## src/rtl/swo_itm_tx.sv

```systemverilog
`default_nettype none
// ---------------------------------------------------------------------------
// swo_itm_tx - frames ITM stimulus-port packets and serialises them on SWO
// Rev 1.0
// ---------------------------------------------------------------------------
module swo_itm_tx #(
  parameter int pDIV_WIDTH   = 16,
  parameter int pCOUNT_WIDTH = 16
) (
  input  logic                    fe_clk,
  input  logic                    reset_n,
  input  logic                    I_enable,
  input  logic                    I_manchester,
  input  logic [pDIV_WIDTH-1:0]   I_baud_div,
  input  logic                    I_valid,
  output logic                    O_ready,
  input  logic [4:0]              I_port,
  input  logic [1:0]              I_size,
  input  logic [31:0]             I_payload,
  output logic                    O_swo,
  output logic                    O_busy,
  output logic [pCOUNT_WIDTH-1:0] O_pkt_count
);

  localparam logic [2:0] S_IDLE  = 3'd0;
  localparam logic [2:0] S_START = 3'd1;
  localparam logic [2:0] S_DATA  = 3'd2;
  localparam logic [2:0] S_STOP  = 3'd3;
  localparam logic [2:0] S_DONE  = 3'd4;

  localparam logic [pDIV_WIDTH-1:0]   c_DIV_ONE = {{(pDIV_WIDTH-1){1'b0}}, 1'b1};
  localparam logic [pCOUNT_WIDTH-1:0] c_CNT_ONE = {{(pCOUNT_WIDTH-1){1'b0}}, 1'b1};

  logic [2:0]              r_state;
  logic                    r_ready;
  logic                    r_busy;
  logic                    r_swo;
  logic                    r_man;
  logic                    r_half;
  logic [pDIV_WIDTH-1:0]   r_div;
  logic [pDIV_WIDTH-1:0]   r_div_cnt;
  logic [39:0]             r_pkt;
  logic [2:0]              r_bit_cnt;
  logic [2:0]              r_bytes_left;
  logic [pCOUNT_WIDTH-1:0] r_count;

  logic                    w_xfer;
  logic                    w_tick;
  logic                    w_bit_end;
  logic [2:0]              w_extra;

  assign w_xfer    = I_valid && r_ready;
  assign w_tick    = (r_div_cnt == '0);
  // NRZ bits have a single phase; Manchester bits end after the second half
  assign w_bit_end = w_tick && (!r_man || r_half);

  always_comb begin
    w_extra = 3'd0;
    case (I_size)
      2'b00:   w_extra = 3'd0;
      2'b01:   w_extra = 3'd1;
      2'b10:   w_extra = 3'd2;
      default: w_extra = 3'd4;
    endcase
  end

  always_ff @(posedge fe_clk or negedge reset_n) begin
    if (!reset_n) begin
      r_state      <= S_IDLE;
      r_ready      <= 1'b0;
      r_busy       <= 1'b0;
      r_swo        <= 1'b1;
      r_man        <= 1'b0;
      r_half       <= 1'b0;
      r_div        <= '0;
      r_div_cnt    <= '0;
      r_pkt        <= '0;
      r_bit_cnt    <= '0;
      r_bytes_left <= '0;
      r_count      <= '0;
    end else begin
      case (r_state)
        S_IDLE: begin
          if (w_xfer) begin
            r_state      <= S_START;
            r_ready      <= 1'b0;
            r_busy       <= 1'b1;
            r_man        <= I_manchester;
            r_div        <= I_baud_div;
            r_div_cnt    <= I_baud_div;
            r_pkt        <= {I_payload, I_port, 1'b0, I_size};
            r_bytes_left <= w_extra;
            r_bit_cnt    <= '0;
            r_half       <= 1'b0;
            // start bit: NRZ low, Manchester '1' begins high
            r_swo        <= I_manchester;
          end else begin
            r_ready <= I_enable;
            r_swo   <= ~I_manchester;
          end
        end

        S_START, S_DATA, S_STOP: begin
          if (!w_tick) begin
            r_div_cnt <= r_div_cnt - c_DIV_ONE;
          end else begin
            r_div_cnt <= r_div;
            if (!w_bit_end) begin
              r_half <= 1'b1;
              r_swo  <= (r_state == S_DATA) ? ~r_pkt[0] : 1'b0;
            end else begin
              r_half <= 1'b0;
              case (r_state)
                S_START: begin
                  r_state <= S_DATA;
                  r_swo   <= r_pkt[0];
                end
                S_DATA: begin
                  // whole packet shifts so the next byte lands in [7:0]
                  r_pkt     <= r_pkt >> 1;
                  r_bit_cnt <= r_bit_cnt + 3'd1;
                  if (r_bit_cnt == 3'd7) begin
                    r_state <= S_STOP;
                    r_swo   <= ~r_man;
                  end else begin
                    r_swo <= r_pkt[1];
                  end
                end
                default: begin
                  if (r_bytes_left == 3'd0) begin
                    // count and busy settle on entry to DONE so busy spans only the line time
                    r_state <= S_DONE;
                    r_busy  <= 1'b0;
                    r_count <= r_count + c_CNT_ONE;
                    r_swo   <= ~r_man;
                  end else begin
                    r_bytes_left <= r_bytes_left - 3'd1;
                    r_state      <= S_START;
                    r_swo        <= r_man;
                  end
                end
              endcase
            end
          end
        end

        S_DONE: begin
          r_state <= S_IDLE;
          r_ready <= I_enable;
          r_swo   <= ~I_manchester;
        end

        default: begin
          r_state <= S_IDLE;
          r_busy  <= 1'b0;
        end
      endcase
    end
  end

  assign O_ready     = r_ready;
  assign O_busy      = r_busy;
  assign O_swo       = r_swo;
  assign O_pkt_count = r_count;

endmodule
`default_nettype wire

```

## config.mk

```make
export PLATFORM = sky130hd
export DESIGN_NAME = swo_itm_tx
export DESIGN_NICKNAME = d
export VERILOG_FILES = /design/src/rtl/swo_itm_tx.sv
export SDC_FILE = /design/constraint.sdc
export NUM_CORES = 1
export LEC_CHECK = 0
export ABC_CLOCK_PERIOD_IN_PS = 2300
export CAP_MARGIN = 40
export CORE_ASPECT_RATIO = 0.8
export CORE_MARGIN = 4
export CORE_UTILIZATION = 40
export CTS_CLUSTER_SIZE = 25
export DETAILED_ROUTE_END_ITERATION = 10
export PLACE_DENSITY = 0.66
export RECOVER_POWER = 25
export SLEW_MARGIN = 10
export SYNTH_ARGS = -nofsm -noshare
export SYNTH_HDL_FRONTEND = slang
export SYNTH_SLANG_ARGS = --single-unit
```

## constraint.sdc

```tcl
create_clock -name fe_clk -period 2.3 [get_ports fe_clk]
set_input_delay 0.46 -clock fe_clk [delete_from_list [all_inputs] [get_ports fe_clk]]
set_output_delay 0.46 -clock fe_clk [all_outputs]
set_load 0.05 [all_outputs]
```

[After elaboration in Yosys (flattened, before gate mapping)]
Index checks and enable logic that the tools add are counted.
Storage, ports and cells
  input port bits: 60
  logic and storage cells: 105
  register bits: 102
  output and inout port bits: 19
Operators by class
  bitwise operators: 5
  reductions and logical operators: 22
  multiplexer cells: 47
  equal/unequal tests: 15
  add/subtract/negate cells: 4
Operators with widths (count)
  two-way mux 40 bit: 4
  case mux 40 bit (2 select lines): 1
  two-way mux 3 bit: 14
  two-way mux 16 bit: 2
  case mux 16 bit (2 select lines): 1
  case mux 3 bit (2 select lines): 4
  adder 16 x 1 -> 16 bit (second input constant): 1
  logical NOT 16 bit: 1
  subtractor 16 x 1 -> 16 bit (second input constant): 1
  two-way mux 1 bit: 15
  != test 2 bit (second input constant): 7
  AND reduction 6 bit: 2
  AND reduction 5 bit: 2
  case mux 3 bit (3 select lines): 1
  == test 3 x 2 -> 1 bit (second input constant): 2
  == test 3 bit (second input constant): 2
  logical NOT 3 bit: 2
  case mux 1 bit (2 select lines): 3
  case mux 1 bit (3 select lines): 2
  AND reduction 2 bit: 3
  NOT 1 bit: 5
  AND reduction 4 bit: 1
  nonzero test 2 bit: 2
  adder 3 x 1 -> 3 bit (second input constant): 1
  13 further kinds: 14

[Depth between registers and ports, before layout]
Gate-level depths: netlist of the first run.
  depth after elaboration: 6
  gate-level depth with buffers: 9
  gate-level depth less buffers: 7

[Worst setup path before layout of the first run]
OpenSTA, ideal clock, no wires.
  path type: register to register
  start: register r_ready, in the netlist O_ready
  end: register r_pkt[0]
  period minus slack after synthesis: 2.115 ns
  library setup time: 0.126 ns
  stages on the path, launching flop included: 6
  buffers on the path: 1
  path slack: 0.185 ns
  arrival time: 1.989 ns
  required time: 2.174 ns
  cell sequence: dfrtp_1 nand2_1 a211oi_1 clkbuf_1 o21ai_1 a221o_1
On the way
  word-level cells in the longest chain between the ends: 3
RTL lines
  start, declared: line 35  | logic r_ready;
  start signal, assigned: line 98  | r_ready <= I_enable;
  start signal, assigned: line 149  | r_ready <= I_enable;
  logical AND 1 bit: line 52  | assign w_xfer = I_valid && r_ready;
  != test 2 bit (no source line)
  AND reduction 5 bit (no source line)
  end signal, assigned: line 91  | r_pkt <= {I_payload, I_port, 1'b0, I_size};
  end signal, assigned: line 120  | r_pkt <= r_pkt >> 1;
  end, declared: line 42  | logic [39:0] r_pkt;
No other way between the ends.
A chain may end at the register's enable or synchronous reset.

[Worst setup path after layout of the first run]
  start: register r_div_cnt[1]
  end: register r_div_cnt[15]
On the way
  word-level cells in the longest chain between the ends: 3
  elaborated cells on any way between the ends: 4
  classes of those cells: add/sub (1); mux (2); reduce/logical (1)
RTL lines
  start, declared: line 41  | logic [pDIV_WIDTH-1:0] r_div_cnt;
  start signal, assigned: line 90  | r_div_cnt <= I_baud_div;
  start signal, assigned: line 105  | r_div_cnt <= r_div_cnt - c_DIV_ONE;
  start signal, assigned: line 107  | r_div_cnt <= r_div;
  subtractor 16 x 1 -> 16 bit / logical NOT 16 bit (equally long branches): line 105, 53
  two-way mux 16 bit (*): line 104  | if (!w_tick) begin
  case mux 16 bit (2 select lines) (*): line 82  | case (r_state)
Every way passes the cells marked *; elsewhere a longest branch is shown, timed or not.

==> results of run 1 <==
==> cell families (layout without fill, tap and decap cells) <==
| group | Yosys count | count (layout) |
|---|---|---|
| flops | 102 | 102 |
| compound gates | 146 | 146 |
| mux | 8 | 8 |
| xor+xnor | 21 | 21 |
| buf+inv | 37 | 135 |
| simple gates | 179 | 179 |
| fa+ha+maj | 7 | 7 |
==> critical path: stages (launching register included) <==
cell and delay [ns]:
dfrtp_1 0.35, inv_1 0.08, ha_1 0.22, nor4b_2 0.18, buf_4 0.14, nand4_2 0.10, buf_4 0.26, nand2_2 0.15
or4_1 0.51, nand4_1 0.11
==> Yosys cell counts (all sizes together) (3+ instances only) <==
cell type,count
clkbuf,17
nand4,10
inv,6
a31oi,3
o22ai,39
nand3,7
nor3,8
a22o,5
a2bb2oi,36
nand2,84
nor2,34
nor4,4
o311ai,3
xor2,15
mux2i,6
xnor2,6
o211ai,7
and3,4
or3,4
ha,7
or4,3
a21o,5
nand2b,8
buf,14
o21ai,14
a21oi,9
dfrtp,101
a22oi,6
==> power by group through the flow <==
| stage | Sequential [mW] | Clock (mW) | Combinational, mW |
|---|---|---|---|
| 2_1_floorplan | 2.61 | 0 | 0.779 |
| 3_3_place_gp | 2.63 | 0 | 1.20 |
| 3_5_place_dp | 2.65 | 0 | 1.23 |
| 4_1_cts | 2.62 | 1.47 | 1.24 |
| 5_1_grt | 2.68 | 1.55 | 1.38 |
| 6_report | 2.63 | 1.43 | 1.24 |
==> per-layer routing <==
layer / track usage, % / share of wire, % / vias up
met1: 25.8 / 48 / 2085
met4: 4.75 / 1.5 / 0
met5: 0 / 0 / -
li1: - / - / 2037
met2: 27.4 / 46 / 110
met3: 3.36 / 4.1 / 16
==> per-stage QoR <==
step | hold WS (ns) | area, µm²
floorplan | 0.164 | 5230
global placement | 0.457 | 6380
detailed placement | 0.459 | 6380
CTS | 0.198 | 6660
global route | 0.493 | 6670
finish | 0.472 | 6670
==> sequential cells by signal, indices dropped and copies added (netlist names) <==
name          count
O_busy            1
O_pkt_count      16
O_ready           1
O_swo             1
r_bit_cnt         3
r_bytes_left      3
r_div            16
r_div_cnt        16
r_half            1
r_man             1
r_pkt            40
r_state           3
==> timing repair <==
action | in CTS | in global routing
gates resized for setup | 0 | 5
setup endpoints to repair | 0 | 66
setup buffers | 0 | 1
==> final cells by class <==
type	count	area [µm²]
flip-flops and latches	102	2550
inverters	6	22.5
clock inverters	4	30.0
multi-input cells	361	2520
repair buffers	113	1080
well taps	175	219
fillers	1158	6150
clock buffers	12	246
==> final timing paths <==
path / from / endpoint / slack [ns] / cells after the start
max: r_div_cnt[1] / r_div_cnt[15] / 0.13 / 9
min: O_pkt_count[15] / O_pkt_count[15] / 0.47 / 1
max reg2reg: r_div_cnt[1] / r_div_cnt[15] / 0.13 / 9
min reg2reg: O_pkt_count[15] / O_pkt_count[15] / 0.47 / 1
max in group asynchronous: reset_n / r_div_cnt[9] / 0.85 / 2
min in group asynchronous: reset_n / O_pkt_count[15] / 0.55 / 2
==> placed cells by master (no fill, tap or decap), types with 6 or more instances in the layout <==
cell	count
nor3_1	7
nor2_1	32
o211ai_1	7
o21ai_0	13
clkbuf_16	9
xnor2_1	6
mux2i_1	6
inv_1	6
a21oi_1	9
a2bb2oi_1	6
o22ai_1	39
clkdlybuf4s50_1	77
dfrtp_1	101
a22oi_1	6
a2bb2oi_2	30
nand4_1	7
buf_4	31
xor2_1	15
nand3_1	7
ha_1	7
nand2b_1	8
nand2_1	83
==> reports/results.ini, run 1 <==
[global_routing]
overflow = 0
grt_max_degree = 103
grt_pass1_vias = 4218
grt_pass1_wl_um = 21400
antenna_found_initial = 0
track_usage_pct = 17.8

[cts]
cts_buffer_depth = 2
cts_tree = yes
htreeDepth = 3
cts_buffers = 9
clk_latency_ns = 0.34
clkTransAtPathRegs_ns = 0.07
root_buffer = clkbuf_16
numClockSinks = 102
cts_hold_buf = 0

[synthesis]
syn_nets = 567
synth_cell_types = 62
synth_top_family_by_area = compound AO/OA/AOI/OAI gates
synthTopCellsByArea = dfrtp_1, a2bb2oi_2, nand2_1
syn_inst = 500
mappedNetlistArea_um2 = 5230
synthMuxAreaShare_pct = 1.58
synthAdderAreaFrac_pct = 1.68
synth_seq_cells = 102
synth-compound-area-share_pct = 24.0
yosys_warnings = 0
yosys.area.top_type_share_pct = 48.4
synth_ff_type = dfrtp_1
synth_xor_area_share_pct = 3.52
ys_async_sr_fraction_pct = 100
synth.largest_area_cell = dfrtp_1
ys_seq_area_share_pct = 48.9
synth_edf_count = 0
synth_area_per_cell_um2 = 10.5
synthSimpleGateAreaFrac_pct = 16.9

[routing]
postRouteAntennaNets = 0
wl_per_cell_um = 16.6
dr.pass1.iters = 5
vias_per_cell = 5.50
first_iter_violations = 494
drc = 0
wirelength_um = 12800
vias = 4248

[sta]
hold_violations = 0
period_share_pct = 94.4
fmax_mhz = 461
setup_ws_ns = 0.129
slew-limit-headroom_pct = 7.03
skew_ns = 0.0108
setup_tns_ns = 0
worstMarginPinSlew_ns = 1.39
rsz0062_at_grt = no
layout_min_cycle_time_ns = 2.17
maxSlewViolCount = 0
setup_viol = 0

[worst_setup_path]
start_kind = flop
end_kind = flop
cp_max_fo = 17
arrival_ns = 2.45
worstSetupPathType = flop to flop
critical_path_required_ns = 2.58

[floorplan]
dieArea_um2 = 15000
fp.dieH_um = 110
start_util_pct = 40.7
num_io_pins = 79
row_count = 37
core_um2 = 12800
die-width_um = 136

[final_layout]
area_delta_synth_final_pct = 27.7
n_antenna_cell = 0
drive_gt1_share_pct = 16.7
final_cells = 773
fin_util_pct = 52.0
final_nets = 660

[place]
gp_congestion = 0.886
place_inst = 756
pre_cts_ws_ns = 0.0458
portBuffers = 78
place_hpwl_um = 9060

[pwr]
p_sw_mw = 1.63
p_seq_share_pct = 49.6
p_per_area_nw_per_um2 = 793
ir_drop_mv = 0.385
power.total_mw = 5.29
p_sw_share_pct = 30.8
pwr-share-comb_pct = 23.4
intPower_mw = 3.66
p_clk_share_pct = 27.0
p_leak_nw = 2.90

[hold_path]
hp-class = flop to flop

[status]
status = finished, final reports clean

[flow_run]
cap_violations = 0

(Power assumes the default switching activity.)
==> inputs of run 2 (changes only) <==
--- a/config.mk
+++ b/config.mk
@@ -5,14 +5,14 @@
 export SDC_FILE = /design/constraint.sdc
 export NUM_CORES = 1
 export LEC_CHECK = 0
-export ABC_CLOCK_PERIOD_IN_PS = 2300
+export ABC_CLOCK_PERIOD_IN_PS = 1900
 export CAP_MARGIN = 40
 export CORE_ASPECT_RATIO = 0.8
 export CORE_MARGIN = 4
 export CORE_UTILIZATION = 40
 export CTS_CLUSTER_SIZE = 25
 export DETAILED_ROUTE_END_ITERATION = 10
-export PLACE_DENSITY = 0.66
+export PLACE_DENSITY = 0.7
 export RECOVER_POWER = 25
 export SLEW_MARGIN = 10
 export SYNTH_ARGS = -nofsm -noshare
==> constraint.sdc (replaced) <==
create_clock -name fe_clk -period 1.9 [get_ports fe_clk]
set_input_delay 0.38 -clock fe_clk [delete_from_list [all_inputs] [get_ports fe_clk]]
set_output_delay 0.38 -clock fe_clk [all_outputs]
set_load 0.05 [all_outputs]
==> run 2 against run 1 <==
  * The run now ends with negative setup slack left
  * Register-to-register slack lost 0.19 ns
  * Cell area grew 13%
  * Clock power grew 37%
  * Sequential cell count is the same
  * Final cell count grew 6.5%
  * Setup slack lost 0.19 ns
  * Die area is the same
  * Power grew 36%
  * Fmax grew 11%
  * Routed wire length grew 12%
  * Critical path type unchanged
  * Largest cell class is now multi-input gates
  * Highest routed layer unchanged
==> reports/results.ini, run 2 (synthesis results as in run 1) <==
[global_routing]
overflow = 0
track_usage_pct = 19.2
antenna_found_initial = 0
grt_pass1_wl_um = 23000
grt_max_degree = 38
grt_pass1_vias = 4521

[final_layout]
final_common_cell = dfrtp_1
num-fill-cells = 1031
regArea_um2 = 2550
multi_input_area_um2 = 2910
final_nets = 710
largest_reg_flops = 40
layout_common_cells = dfrtp_1, buf_4, nand2_1
regMostFlops = r_pkt
final_cells = 823
area_delta_synth_final_pct = 44.0
n_antenna_cell = 0
drive_gt1_share_pct = 35.0

[cts]
numClockSinks = 102
clkTransAtPathRegs_ns = 0.08
htreeDepth = 3
cts_buffer_depth = 2
cts_tree = yes
root_buffer = clkbuf_16
cts_buffers = 9
clk_latency_ns = 0.35

[sta]
slew-limit-headroom_pct = 34.4
skew_ns = 0.0102
period_share_pct = 103
rsz0062_at_grt = yes
hold_violations = 0
setup_ws_ns = -0.0585
fmax_mhz = 511
worstMarginPinSlew_ns = 0.984
maxSlewViolCount = 0
setup_viol = 50
layout_min_cycle_time_ns = 1.96

[worst_setup_path]
critical_path_required_ns = 2.13
worstSetupPathType = flop to flop
reg2reg_setup_slack_ns = -0.06
start_kind = flop
rr_startpoint = r_div_cnt[1]
setup.worst_path.end = r_div_cnt[12]
cp_max_fo = 6
cpPeakStageDelay_ns = 0.39
r2r-end = r_div_cnt[12]
cpMaxStageDelayCell = dfrtp_1
end_kind = flop
path_cells = inv_2 > ha_4 > nor4b_4 > nand4_2 > buf_4 > or3_1 > o211ai_1 > o21ai_0
arrival_ns = 2.19
startpoint = r_div_cnt[1]
ff2ff_path_depth = 8

[status]
status = finished with violations
violations = negative setup slack

[routing]
vias_per_cell = 5.55
wirelength_um = 14400
drc = 0
wl_per_cell_um = 17.4
first_iter_violations = 370
postRouteAntennaNets = 0
dr.pass1.iters = 5
vias = 4571

[floorplan]
row_count = 37
start_util_pct = 40.7
dieArea_um2 = 15000
num_io_pins = 79
die-width_um = 136
core_um2 = 12800
fp.dieH_um = 110

[pwr]
p_per_area_nw_per_um2 = 955
ir_drop_mv = 0.523
power.total_mw = 7.18
p_leak_nw = 3.29

[hold_path]
hp-class = input pin to asynchronous set/reset pin

[place]
place_inst = 797
place_hpwl_um = 9730
gp_congestion = 0.876
portBuffers = 78

[flow_run]
cap_violations = 0

==> run 2: metal layers <==
| metal | up-vias | global-route usage, % | share of wire, % |
|---|---|---|---|
| li1 | 2130 | - | - |
| met1 | 2288 | 26.7 | 45 |
| met2 | 132 | 31.2 | 49 |
| met3 | 21 | 3.68 | 4.7 |
| met4 | 0 | 5.04 | 1.3 |
| met5 | - | 0 | 0 |
==> run 2: worst max-delay path: cells and delay by family, from the launching register on <==
kind	cells	cell delay, ns
and+or+nand+nor	3	0.79
adders and majority gates	1	0.15
DFF	1	0.39
buffers and inverters	2	0.31
AOI/OAI and AO/OA	2	0.20
==> run 2: area by class of cell <==
cell class | count | area share [%]
clock buffer | 10 | 3.18
timing repair buffer | 163 | 20.0
inverter | 6 | 0.299
sequential | 102 | 34.0
tap | 175 | 2.91
clock inverter | 6 | 1.01
multi-input combinational | 361 | 38.7
==> run 2: power by group <==
group / switching [mW] / internal [mW] / leakage, nW
sequential: 0.431 / 2.71 / 1.26
clock: 0.876 / 1.08 / 0.149
combinational: 0.966 / 1.12 / 1.88
total: 2.27 / 4.91 / 3.29
==> run 2: worst min path at each step <==
| stage | start | endpoint | slack [ns] |
|---|---|---|---|
| after floorplan | reset_n | O_busy | 0.08 |
| after CTS | reset_n | O_pkt_count[13] | 0.002 |
| after global routing | reset_n | O_pkt_count[13] | 0.25 |
| after global placement | reset_n | O_pkt_count[13] | 0.37 |
| final | reset_n | O_pkt_count[13] | 0.17 |
| after detailed placement | reset_n | O_pkt_count[13] | 0.38 |
==> run 2: per-stage QoR <==
step           TNS [ns]  hold WS [ns]  utilization (%)  worst slack [ns]  area (µm²)
2_1_floorplan         0        0.0844                -            0.0133        5230
3_3_place_gp      -7.75         0.368             52.2            -0.171        6690
3_5_place_dp      -8.91         0.377             52.2            -0.210        6690
4_1_cts         -0.0264       0.00220             55.1           -0.0127        7070
5_1_grt           -6.59         0.248             58.7            -0.161        7520
6_report          -1.08         0.167             58.7           -0.0585        7520
==> run 2: timing repair <==
item / in CTS / in global routing
resized for setup: 17 / 75
setup endpoints to repair: 69 / 76
hold buffers: 0 / 0
gates cloned: 0 / 1
buffers inserted: 0 / 9
pin swaps: 4 / 22
